File: config.mk
export PLATFORM = sky130hd
export DESIGN_NAME = bk_slot_sequencer
export DESIGN_NICKNAME = d
export VERILOG_FILES = /design/src/rtl/bk_slot_sequencer.sv
export SDC_FILE = /design/constraint.sdc
export NUM_CORES = 1
export LEC_CHECK = 0
export BUFFER_PORTS_ARGS = -buffer_cell sky130_fd_sc_hd__buf_4
export CORE_MARGIN = 2
export CORE_UTILIZATION = 44
export CTS_BUF_LIST = sky130_fd_sc_hd__clkbuf_16
export DETAILED_ROUTE_END_ITERATION = 10
export GPL_TIMING_DRIVEN = 0
export PLACE_DENSITY = 0.66
export REMOVE_ABC_BUFFERS = 1
export SYNTH_ARGS = -nofsm -noshare
export SYNTH_HDL_FRONTEND = slang
export SYNTH_SLANG_ARGS = --single-unit
File: constraint.sdc
create_clock -name clk_sys -period 3.97 [get_ports clk_sys]
set_clock_uncertainty 0.1 [all_clocks]
set_input_delay 0.794 -clock clk_sys [delete_from_list [all_inputs] [get_ports clk_sys]]
set_output_delay 0.794 -clock clk_sys [all_outputs]
set_load 0.02 [all_outputs]
File: src/rtl/bk_slot_sequencer.sv
// Moves one save slot of 2^SECT_BITS sectors between backup RAM and the hps_io SD sector port.
// Registered outputs; each sector waits for an sd_ack rise then fall, with an optional REQ timeout.
module bk_slot_sequencer #(
    parameter int unsigned       SLOT_BITS   = 2,
    parameter int unsigned       SECT_BITS   = 6,
    parameter int unsigned       LBA_W       = 32,
    parameter logic [LBA_W-1:0]  BASE_LBA    = '0,
    parameter int unsigned       TIMEOUT_CYC = 50000000
) (
    input  logic                 clk_sys,
    input  logic                 reset_n,
    input  logic                 bk_ena,
    input  logic                 load_req,
    input  logic                 save_req,
    input  logic [SLOT_BITS-1:0] slot,
    output logic [LBA_W-1:0]     sd_lba,
    output logic                 sd_rd,
    output logic                 sd_wr,
    input  logic                 sd_ack,
    output logic [SECT_BITS-1:0] sect_idx,
    output logic                 busy,
    output logic                 loading,
    output logic                 done,
    output logic                 error
);
    localparam int unsigned TMO_W = (TIMEOUT_CYC > 1) ? $clog2(TIMEOUT_CYC) : 1;
    localparam logic [TMO_W-1:0] TMO_LAST = TMO_W'(TIMEOUT_CYC - 1);

    typedef enum logic [1:0] {S_IDLE, S_REQ, S_XFER} state_t;

    state_t               state;
    logic                 old_load;
    logic                 old_save;
    logic                 old_ack;
    logic [SLOT_BITS-1:0] slot_q;
    logic [TMO_W-1:0]     tmo_cnt;

    logic                 load_rise;
    logic                 save_rise;
    logic                 ack_rise;
    logic                 ack_fall;
    logic [SECT_BITS-1:0] next_sect;

    assign load_rise = load_req & ~old_load;
    assign save_rise = save_req & ~old_save;
    assign ack_rise  = sd_ack & ~old_ack;
    assign ack_fall  = ~sd_ack & old_ack;
    assign next_sect = sect_idx + SECT_BITS'(1);

    function automatic logic [LBA_W-1:0] lba_of(input logic [SLOT_BITS-1:0] s,
                                                input logic [SECT_BITS-1:0] x);
        return BASE_LBA + LBA_W'({s, x});
    endfunction

    always_ff @(posedge clk_sys or negedge reset_n) begin
        if (!reset_n) begin
            state    <= S_IDLE;
            old_load <= 1'b0;
            old_save <= 1'b0;
            old_ack  <= 1'b0;
            slot_q   <= '0;
            tmo_cnt  <= '0;
            sd_lba   <= '0;
            sd_rd    <= 1'b0;
            sd_wr    <= 1'b0;
            sect_idx <= '0;
            busy     <= 1'b0;
            loading  <= 1'b0;
            done     <= 1'b0;
            error    <= 1'b0;
        end else begin
            // Edge registers track the raw inputs every cycle, so rises seen while busy are lost.
            old_load <= load_req;
            old_save <= save_req;
            old_ack  <= sd_ack;
            done     <= 1'b0;
            error    <= 1'b0;

            unique case (state)
                S_IDLE: begin
                    if (bk_ena && (load_rise || save_rise)) begin
                        slot_q   <= slot;
                        sect_idx <= '0;
                        loading  <= load_rise;
                        busy     <= 1'b1;
                        sd_rd    <= load_rise;
                        sd_wr    <= ~load_rise;
                        sd_lba   <= lba_of(slot, '0);
                        tmo_cnt  <= '0;
                        state    <= S_REQ;
                    end
                end
                S_REQ: begin
                    if (ack_rise) begin
                        sd_rd   <= 1'b0;
                        sd_wr   <= 1'b0;
                        tmo_cnt <= '0;
                        state   <= S_XFER;
                    end else if (TIMEOUT_CYC != 0) begin
                        if (tmo_cnt == TMO_LAST) begin
                            sd_rd   <= 1'b0;
                            sd_wr   <= 1'b0;
                            error   <= 1'b1;
                            busy    <= 1'b0;
                            loading <= 1'b0;
                            tmo_cnt <= '0;
                            state   <= S_IDLE;
                        end else begin
                            tmo_cnt <= tmo_cnt + TMO_W'(1);
                        end
                    end
                end
                S_XFER: begin
                    if (ack_fall) begin
                        if (&sect_idx) begin
                            done    <= 1'b1;
                            busy    <= 1'b0;
                            loading <= 1'b0;
                            state   <= S_IDLE;
                        end else begin
                            sect_idx <= next_sect;
                            sd_lba   <= lba_of(slot_q, next_sect);
                            sd_rd    <= loading;
                            sd_wr    <= ~loading;
                            state    <= S_REQ;
                        end
                    end
                end
                default: state <= S_IDLE;
            endcase
        end
    end
endmodule
Word-level counts from Yosys, hierarchy flattened
Cells that the tools add are included.

Output and inout port bits: 44. Input bits: 8. Bits in registers: 77. Word-level logic and storage cells: 89.

Reductions and logical operators: 13. $add $sub $neg: 2. Equality and inequality tests: 10. Bitwise logic cells: 10. Multiplexer cells: 40.

Operators with widths (number): 32-bit two-way mux (3); 26-bit two-way mux (3); 32-bit one-hot mux with 2 select lines (1); 26-bit one-hot mux with 2 select lines (1); 26-bit by 1-bit adder with 26-bit output (second input constant) (1); 26-bit == test (second input constant) (1); 1-bit two-way mux (19); 6-bit two-way mux (3); 2-bit inequality test (second input constant) (6); 1-bit one-hot mux with 3 select lines (4); 6-bit one-hot mux with 2 select lines (1); 6-bit AND reduction (2); 2-bit two-way mux (4); 6-bit by 1-bit adder with 6-bit output (second input constant) (1); 1-bit inverter (6); 2-bit one-hot mux with 3 select lines (1); 5-bit AND reduction (1); 1-bit bitwise AND (4); 2-bit AND reduction (2); 4-bit AND reduction (1); 2-bit nonzero test (2); 3-bit inequality test (second input constant) (1); 3-bit AND reduction (1); 3-bit nonzero test (1); 5 further kinds (5).

Longest topological paths before layout
Gate-level depths: netlist of run 1.

Depth after elaboration: 6. Mapped depth: 8.

Worst setup path before layout of run 1
Ideal clock, no wire load.

Path type: register -> register. Start point: register tmo_cnt[0]. End point: register loading. Data arrival time: 2.598 ns. Stages on the path, launching flop included: 7. Buffers on the path: 0. Required time: 3.745 ns. Path slack: 1.147 ns. Cell sequence: dfrtp_1 ha_1 or4b_1 or4_1 or4_4 a211o_1 mux2_4.

Cells in the longest elaborated chain, start to end: 3.

Ends and longest elaborated chain: start, declared (line 36) `logic [TMO_W-1:0] tmo_cnt;`; start signal, assigned (line 109) `tmo_cnt <= tmo_cnt + TMO_W'(1);`; 26-bit == test (line 100) `if (tmo_cnt == TMO_LAST) begin`; 2-bit inequality test (no source line); 6-bit AND reduction (no source line); end signal, assigned (line 84) `loading <= load_rise;`; end, declared (line 22) `output logic loading,`.

Every way passes these cells. A chain may end at the register's enable or synchronous reset.

Final worst setup path of run 1
Start point: register tmo_cnt[1]. End point: register tmo_cnt[13].

Cells in the longest elaborated chain, start to end: 4. Elaborated cells on any way between the ends: 5. Classes of those cells: 1 x add/sub; 1 x eq/ne; 3 x mux.

Ends and longest elaborated chain: 26-bit by 1-bit adder with 26-bit output / 26-bit == test (equally long branches) (line 109, 100); 26-bit two-way mux (*) (line 100); 26-bit two-way mux (*) (line 94) `if (ack_rise) begin`; 26-bit one-hot mux with 2 select lines (*) (line 79) `unique case (state)`.

Mark *: on every way between the ends. The rest lies on a longest branch, timed or not.

==> out/summary.txt, run 1 <==
Slowest-stage cell, CP: a21oi_2
WL final: 5386 microns
Total number of vias: 2,062
Setup_tns: 0 ns
Sw frac: 0.3937
DRC Markers: 0
Status: complete, no violations
WL per Instance: 14.36 microns
Endpoints failing setup: 0
Critical Path Start Type: flip-flop
Endpoints failing hold: 0
CP max stage delay: 0.90 ns
Crit Path Category: reg2reg
Initial antenna violation count: 0
Yosys warning total: 0
GRT Util Overall: 0.1745
CTS Buffer Depth: 2
Input/output buffers: 27
Clock Sink Count: 47
Max Slew Vio Count: 0
Antenna violation net count after detailed routing: 0
Max-cap violations: 0
Tmin final: 3.634 ns
PD cells: 563.5 mW/mm^2
Total grt overflow: 0
Critical Path Sink Type: flip-flop
CP cell instances: ha_1, or4b_1, or4_1, or4_4, a21oi_2, nor2_1
Gate power share: 0.397
Cts repair resizes: 0
Crit Path Max Fanout: 24
CP arrival: 3.66 ns
Clock power share: 0.244
Clock latency on the worst-skew pair: 0.29 ns
Syn Area/Cell: 9.600 sq um
Top-area cell type share of the netlist area: 0.4360
Synth top area cells: dfrtp_1, buf_4, xor2_1, nor2_1, o2111ai_1
Number of global-route vias before repair: 1,920
Worst-path clk slew: 0.07 ns
Worst-Margin Slew: 1.258 ns
Half-perimeter wire length after placement: 3671 microns
Int Pwr: 1.011 mW
RSZ-0062 raised after global routing: no
Worst slew margin: 0.1593
Die width: 82.30 microns
Yosys reg bits: 47
Sequential share of power: 0.359
Total clock buffers created by CTS: 5
H-tree levels: 2
# rows: 28
Peak Freq: 275.2 MHz
Post-synth top flop: dfrtp_1
Vias per inst: 5.499
Cell Area, Placed: 0.002819 sq mm
Initial DRT Pass Iterations: 4
Path depth of the worst reg2reg path: 6
Final layout net count: 313
Drt initial violations: 137
Static Leak: 1.363 nW
Max IR drop VDD: 296.4 uV
Layout area overhead: 9.740%
Largest area contributor in the netlist: dfrtp_1
Final instance area: 0.002960 sq mm
Sw Pwr: 0.6568 mW
Sequential share of the synthesized area: 0.4360
CTS Root Cell: clkbuf_16
Worst Hold Class: in2async
First-pass GRT wire length: 9032 microns
Mapped Area: 0.002698 sq mm
Antenna cells: 0
Count of cell types in the netlist: 46
Die Ht: 82.30 microns
EDFF count, synth: 0
Die area: 0.006773 sq mm
CTS tree: done
IO Pins: 52
Post CTS Setup Buffer Count: 0
Share of cells above drive strength 1: 0.1467
Post-Syn Instances: 281
Largest net degree at the start of global routing: 48
Fin Hold WS: 0.4027 ns
Total core area: 0.005921 sq mm
# hold bufs at CTS: 0
Async set-reset flop share out of synthesis: 1.000
CP Data Required Time: 3.99 ns
Routability cong.: 0.8029
Most frequent cells in the layout: dfrtp_1, buf_4, nor2_1, conb_1, nand2_1
Post-route clock period utilization: 0.9153
Initial Util: 0.4556
Leading cell type in the layout, fill and taps excluded: dfrtp_1
## layout make-up
class                   count  area, sq um
fillers                   585         2960
flip-flops and latches     47         1176
inverters                   9        33.78
multi-input cells         209         1313
repair buffers             27        202.7
clock inverters             3        16.27
clock buffers               5        125.1
well taps                  75        93.84
## power by group through the flow
stage	Clock (mW)	Sequential [mW]	Combinational [mW]
finish	0.407	0.599	0.662
global route	0.435	0.608	0.751
CTS	0.417	0.600	0.666
detailed placement	0	0.608	0.660
global placement	0	0.604	0.657
floorplan	0	0.643	0.429
## state kept, by name (all words and copies together) (netlist names)
name      cells
busy          1
done          1
error         1
loading       1
old_ack       1
old_load      1
old_save      1
sd_lba        3
sd_rd         1
sd_wr         1
sect_idx      5
slot_q        2
state         2
tmo_cnt      26
## synth_stat cells (all sizes together) (2+ instances only)
master and number:
a21o 2, a21oi 15, and2 5, and3 4, and4 2, buf 33, clkbuf 6, dfrtp 47
ha 6, inv 9, mux2 6, mux2i 4, nand2 16, nand2b 2, nand3 10, nand4 3
nor2 25, nor2b 6, o2111ai 9, o211ai 6, o21ai 14, o2bb2ai 2, o31ai 6, or3 7
or4 6, or4b 2, xor2 15
## per-stage QoR
| step | setup WS [ns] | util | total power [mW] | std cells |
|---|---|---|---|---|
| 2_1_floorplan | 0.8920 | - | 1.072 | 265 |
| 3_3_place_gp | 0.3343 | 0.4761 | 1.261 | 367 |
| 3_5_place_dp | 0.2829 | 0.4761 | 1.269 | 367 |
| 4_1_cts | 0.2622 | 0.5000 | 1.684 | 375 |
| 5_1_grt | 0.08245 | 0.5000 | 1.794 | 375 |
| 6_report | 0.3361 | 0.5000 | 1.668 | 375 |
## worst paths after layout
| path | start | end | slack [ns] |
|---|---|---|---|
| setup / recovery | tmo_cnt[1] | tmo_cnt[13] | 0.34 |
| hold / removal | reset_n | tmo_cnt[4] | 0.40 |
| setup reg to reg | tmo_cnt[1] | tmo_cnt[13] | 0.34 |
| hold reg to reg | slot_q[0] | slot_q[0] | 0.41 |
| max in group asynchronous | reset_n | state[0] | 2.96 |
| min in group clk_sys | slot_q[0] | slot_q[0] | 0.41 |
## worst max-delay path: cells and delay by family, from the launching register on
| kind | cells | cell delay, ns |
|---|---|---|
| adder cells (fa/ha/maj) | 1 | 0.42 |
| flip-flops | 1 | 0.38 |
| AO/OA/AOI/OAI | 1 | 0.90 |
| AND/OR/NAND/NOR | 4 | 1.67 |
## logic make-up (layout without fill, tap and decap cells)
group,count (synthesis),count (layout),synth area share
adders and majority gates,6,6,0.02783
and+or+nand+nor,92,92,0.1804
DFF,47,47,0.4360
xor gates and xnor gates,15,15,0.04870
other,1,24,0.001390
muxes,10,10,0.04128
buffers and inverters,48,44,0.1095
AOI/OAI and AO/OA,62,62,0.1549
## routing by layer
layer  GRT usage  vias up  wire length, microns
li1            -      987                     -
met1      0.2406     1028                  2493
met2      0.2734       42                  2602
met3     0.03696        5                   219
met4     0.05667        0                    71
met5           0        -                     0
(Power assumes the default switching activity.)
==> run 2, diff against run 1 <==
Settings changed: REMOVE_ABC_BUFFERS 1 to default.
==> out/summary.txt, run 2 (synthesis results as in run 1) <==
Status: complete, no violations
Layout area overhead: 19.39%
Hold path depth: 1
Half-perimeter wire length after placement: 3909 microns (+6.5%)
H-tree levels: 2 (unchanged)
GRT Util Overall: 0.1750 (+0.0005726)
Vias per inst: 5.157 (-6.2%)
Setup_tns: 0 ns (unchanged)
Max Slew Vio Count: 0 (unchanged)
Worst Hold Class: reg2reg
Reg-to-reg endpoint: sd_wr
Endpoints failing hold: 0 (unchanged)
# rows: 28 (unchanged)
Worst-Margin Slew: 0.9241 ns (-0.3343 ns)
Slowest-stage cell, CP: o41ai_1
Die area: 0.006773 sq mm (unchanged)
Number of global-route vias before repair: 2,015 (+4.9%)
Initial Util: 0.4556 (unchanged)
Final instance area: 0.003221 sq mm (+8.8%)
Path depth of the worst reg2reg path: 6 (unchanged)
Most frequent cells in the layout: buf_4, dfrtp_1, nor2_1, conb_1, nand2_1
Max FFs per register: 26 (unchanged)
PD cells: 533.6 mW/mm^2 (-5.3%)
Endpoints failing setup: 0 (unchanged)
Cts repair resizes: 0 (unchanged)
WL final: 5428 microns (+0.78%)
Tmin final: 3.081 ns (-0.5528 ns)
Max-cap violations: 0 (unchanged)
Worst-path clk slew: 0.06 ns (about the same)
Total power: 1.718 mW (+3.0%)
Routability cong.: 0.8373 (+4.3%)
Die width: 82.30 microns (unchanged)
Worst Setup SP: tmo_cnt[0]
Crit Path Max Fanout: 4 (-83%)
# fillers: 560 (-4.3%)
Static Leak: 1.539 nW (+13%)
R2R Path Start: tmo_cnt[0]
Largest net degree at the start of global routing: 48 (unchanged)
DRC Markers: 0 (unchanged)
Post CTS Setup Buffer Count: 0 (unchanged)
CTS tree: done
WL per Instance: 13.11 microns (-8.7%)
CTS Buffer Depth: 2 (unchanged)
Largest reg by FF count: tmo_cnt
Input/output buffers: 27 (unchanged)
# hold bufs at CTS: 0 (unchanged)
Drt initial violations: 72 (-47%)
Final layout net count: 352 (+12%)
Total grt overflow: 0 (unchanged)
Initial DRT Pass Iterations: 4 (unchanged)
Initial antenna violation count: 0 (unchanged)
Clock latency on the worst-skew pair: 0.29 ns (about the same)
Total number of vias: 2,135 (+3.5%)
CP arrival: 3.15 ns (-0.51 ns)
Crit Path Category: reg2reg
Total core area: 0.005921 sq mm (unchanged)
RSZ-0062 raised after global routing: no
Cell Area, Placed: 0.003080 sq mm (+9.3%)
Worst slew margin: 0.3802 (+0.2209)
CP max stage delay: 0.77 ns (-0.13 ns)
Multi-input logic area: 0.001313 sq mm (unchanged)
WHS Endpoint: slot_q[0]
CP Data Required Time: 4.04 ns (+0.05 ns)
Max IR drop VDD: 296.7 uV (+0.12%)
First-pass GRT wire length: 9232 microns (+2.2%)
Antenna violation net count after detailed routing: 0 (unchanged)
CP cell instances: ha_1, or4b_1, or4_1, o41ai_1, nand4_1, mux2_2
R2R setup slack: 0.89 ns (+0.55 ns)
Regs by FF count: tmo_cnt: 26 flops, sect_idx: 5 flops, sd_lba: 3 flops
Leading cell type in the layout, fill and taps excluded: buf_4
Die Ht: 82.30 microns (unchanged)
IO Pins: 52 (unchanged)
Post-layout worst setup margin: 0.8889 ns (+0.5528 ns)
Hold_sp: slot_q[0]
Critical Path Start Type: flip-flop
CTS Root Cell: clkbuf_16
Share of cells above drive strength 1: 0.2212 (+0.07457)
Post-Place Worst Slack: 0.8920 ns (+0.6091 ns)
Antenna cells: 0 (unchanged)
Total clock buffers created by CTS: 5 (unchanged)
Post-route clock period utilization: 0.7761 (-0.1392)
FF+latch area: 0.001176 sq mm (unchanged)
Peak Freq: 324.6 MHz (+18%)
Fin Hold WS: 0.4065 ns (+0.003716 ns)
Critical Path Sink Type: flip-flop
Clock Sink Count: 47 (unchanged)
## run 2: changes by cell type in the layout (fill, tap and decap cells not counted), sizes merged
cell	change
clkbuf	+6
clkinv	+1
buf	+33
inv	-1
## run 2: worst max path at each step
| stage | to | slack [ns] | depth (start not counted) |
|---|---|---|---|
| global route | sd_wr | 0.71 | 6 |
| global placement | sd_wr | 0.83 | 6 |
| detailed placement | sd_wr | 0.89 | 6 |
| CTS | sd_wr | 0.86 | 6 |
| finish | sd_wr | 0.89 | 6 |
| floorplan | loading | 1.15 | 6 |
## run 2: critical path: cells and delay by family, from the launching register on
family / cells / cell delay (ns)
muxes: 1 / 0.33
AOI/OAI and AO/OA: 1 / 0.77
DFF: 1 / 0.38
adders and majority gates: 1 / 0.19
and+or+nand+nor: 3 / 1.21
## run 2: through the flow
| step | std cells | util |
|---|---|---|
| floorplan | 304 | - |
| global placement | 406 | 0.5203 |
| detailed placement | 406 | 0.5203 |
| CTS | 414 | 0.5440 |
| global route | 414 | 0.5440 |
| finish | 414 | 0.5440 |
## run 2: per-layer routing
| layer | GRT usage | vias up | part of all wire |
|---|---|---|---|
| met5 | 0 | - | 0 |
| li1 | - | 1062 | - |
| met4 | 0.06333 | 0 | 0.011 |
| met1 | 0.2284 | 1022 | 0.46 |
| met3 | 0.03370 | 7 | 0.046 |
| met2 | 0.2887 | 44 | 0.49 |
## run 2: final cells by class
| cell class | instances | share of cell area |
|---|---|---|
| Clock inverter | 3 | 0.004662 |
| Timing Repair Buffer | 27 | 0.06294 |
| Tap cell | 75 | 0.02914 |
| Clock buffer | 5 | 0.03885 |
| Inverter | 9 | 0.01049 |
| Multi-Input combinational cell | 209 | 0.4075 |
| Buffer | 39 | 0.08120 |
| Sequential cell | 47 | 0.3652 |
## run 2: where the power goes
part	leakage, nW	internal (mW)	total [mW]	switching [mW]
combinational	0.844	0.269	0.716	0.447
sequential	0.630	0.549	0.597	0.0484
clock	0.0649	0.229	0.405	0.176
==> run 3, diff against run 2 <==
Settings changed: ABC_AREA from default to 1, PLACE_DENSITY 0.66 to 0.65.
Clock period 3.97 ns to 2.9 ns, I/O delays scaled along.
==> out/summary.txt, run 3 <==
Yosys warning total: 0 (unchanged)
Async set-reset flop share out of synthesis: 1.000 (unchanged)
Routability cong.: 0.9126 (+9.0%)
Compound-cell area share of the yosys netlist: 0.04895 (-0.1060)
Placed cells: 556 (+37%)
Post-Place Worst Slack: 0.8622 ns (-0.02973 ns)
Largest area contributor in the netlist: dfrtp_1
R2R setup slack: 0.92 ns (+0.03 ns)
Layout area overhead: 18.31%
Leading cell type in the layout, fill and taps excluded: nand2_1
Final layout net count: 497 (+41%)
Syn Area/Cell: 7.140 sq um (-26%)
Status: complete, no violations
Non-Filler Instances: 564 (+36%)
Mapped Area: 0.003042 sq mm (+13%)
Static Leak: 1.883 nW (+22%)
Drt initial violations: 186 (+160%)
Finished Core Util: 0.5326 (-0.01136)
# fillers: 678 (+21%)
Initial antenna violation count: 0 (unchanged)
Total number of vias: 2,687 (+26%)
Multiplexer share of the synthesized area: 0 (-0.04128)
FF+latch area: 0.001176 sq mm (unchanged)
Largest family of logic cells by synthesized area: simple AND/OR/NAND/NOR gates
Synth Area in Simple Gates: 0.3657 (+0.1853)
DRC Markers: 0 (unchanged)
Antenna cells: 0 (unchanged)
Share of cells above drive strength 1: 0.1798 (-0.04149)
Initial DRT Pass Iterations: 5 (+1)
Number of global-route vias before repair: 2,437 (+21%)
Endpoints failing setup: 0 (unchanged)
Max-cap violations: 0 (unchanged)
Worst-Margin Slew: 0.6241 ns (-0.3000 ns)
Worst slew margin: 0.5796 (+0.1993)
RSZ-0062 raised after global routing: no
R2R Path Start: state[0]
Max Slew Vio Count: 0 (unchanged)
GRT Util Overall: 0.1828 (+0.007748)
Total power: 2.614 mW (+52%)
Total core area: 0.006756 sq mm (+14%)
WL final: 6440 microns (+19%)
Max FFs per register: 26 (unchanged)
Post-Syn Instances: 426 (+52%)
Clock latency on the worst-skew pair: 0.29 ns (about the same)
Fin Hold WS: 0.1940 ns (-0.2125 ns)
Input/output buffers: 27 (unchanged)
H-tree levels: 2 (unchanged)
EDFF count, synth: 0 (unchanged)
# rows: 30 (+7.1%)
Post-layout worst setup margin: 0.9230 ns (+0.03405 ns)
CP arrival: 2.06 ns (-1.09 ns)
Multi-input logic area: 0.001488 sq mm (+13%)
CP Data Required Time: 2.98 ns (-1.06 ns)
Peak Freq: 505.8 MHz (+56%)
Antenna violation net count after detailed routing: 0 (unchanged)
Largest net degree at the start of global routing: 48 (unchanged)
Critical Path Sink Type: flip-flop
Most frequent cells in the layout: nand2_1, nor2_1, buf_4, dfrtp_1, inv_1
Cts repair resizes: 0 (unchanged)
Initial Util: 0.4502 (-0.005436)
Half-perimeter wire length after placement: 4747 microns (+21%)
Die width: 87.15 microns (+5.9%)
CTS tree: done
Post-route clock period utilization: 0.6817 (-0.09435)
Synth Area in XOR/XNOR: 0.02016 (-0.02854)
Endpoints failing hold: 0 (unchanged)
Critical Path Start Type: flip-flop
Worst Hold Class: in2async
Vias per inst: 4.764 (-7.6%)
Total clock buffers created by CTS: 5 (unchanged)
IO Pins: 52 (unchanged)
Crit Path Category: reg2reg
Post CTS Setup Buffer Count: 0 (unchanged)
Regs by FF count: tmo_cnt: 26 flops, sect_idx: 5 flops, sd_lba: 3 flops
Adder-Cell Fraction of Synth Area: 0.02468 (-0.003148)
Total grt overflow: 0 (unchanged)
Reg-to-reg endpoint: loading
Commonest cells post-synth: nand2_1, nor2_1, dfrtp_1, inv_1, nand3_1
Die Ht: 87.15 microns (+5.9%)
Clock Sink Count: 47 (unchanged)
Die area: 0.007594 sq mm (+12%)
Count of cell types in the netlist: 27 (-41%)
# hold bufs at CTS: 0 (unchanged)
WL per Instance: 11.42 microns (-13%)
Largest reg by FF count: tmo_cnt
Crit Path Max Fanout: 10 (+6)
PD cells: 726.4 mW/mm^2 (+36%)
Post-synth top flop: dfrtp_1
Setup_tns: 0 ns (unchanged)
Tmin final: 1.977 ns (-1.104 ns)
Synth top area cells: dfrtp_1, nand2_1, nor2_1, buf_4, nand3_1
CTS Buffer Depth: 2 (unchanged)
Max IR drop VDD: 349.6 uV (+18%)
Most frequent cell after synthesis: nand2_1
Cell Area, Placed: 0.003431 sq mm (+11%)
Sequential share of the synthesized area: 0.3867 (-0.04932)
Final instance area: 0.003598 sq mm (+12%)
Yosys reg bits: 47 (unchanged)
Worst-path clk slew: 0.07 ns (about the same)
First-pass GRT wire length: 11,240 microns (+22%)
CTS Root Cell: clkbuf_16
Path depth of the worst reg2reg path: 9 (+3)
Top-area cell type share of the netlist area: 0.3867 (-0.04932)
-- run 3: changes by cell type after synthesis, moves of 9 or more --
cell,delta
inv_1,+37
nand2_1,+94
o2111ai_1,-9
nand4_1,+12
nand3_1,+27
nor2_1,+46
-- run 3: worst max-delay path by stage --
| stage | to | slack (ns) | start |
|---|---|---|---|
| after detailed placement | busy | 0.86 | sd_ack |
| after global routing | busy | 0.74 | state[0] |
| after global placement | tmo_cnt[12] | 0.88 | load_req |
| after CTS | tmo_cnt[12] | 0.93 | state[1] |
| final | loading | 0.92 | state[0] |
| after floorplan | sect_idx[2] | 1.14 | sect_idx[0] |
-- run 3: power by group --
part           switching, mW  leakage [nW]  internal (mW)
sequential            0.0690         0.633          0.746
clock                  0.245        0.0818          0.407
combinational          0.757          1.17          0.390
-- run 3: routing by layer --
layer / share of wire / GRT usage
met1: 0.50 / 0.2616
met2: 0.43 / 0.2845
met3: 0.052 / 0.02844
met4: 0.014 / 0.05734
met5: 0 / 0
-- run 3: worst max-delay path: stages (launching register included) --
cell	delay, ns
dfrtp_1	0.41
inv_1	0.08
ha_1	0.20
buf_2	0.18
inv_1	0.18
nor2_1	0.12
nor3_1	0.34
nand2_1	0.13
nand2_1	0.08
nand2_1	0.05
-- run 3: final cells by class --
cell class / count / share of cell area
timing repair buffer: 27 / 0.05633
multi-input combinational: 317 / 0.4134
clock inverter: 3 / 0.01182
sequential: 47 / 0.3268
inverter: 49 / 0.05111
clock buffer: 5 / 0.03477
buffer: 36 / 0.07789
tap: 80 / 0.02782
-- run 3: kinds of logic (layout without fill, tap and decap cells) --
| kind of cell | count (synthesis) | count (layout) |
|---|---|---|
| simple gates | 252 | 252 |
| buf+inv | 85 | 120 |
| flops | 47 | 47 |
| compound gates | 28 | 28 |
| xor+xnor | 7 | 7 |
| fa+ha+maj | 6 | 6 |
| other cells | 1 | 24 |
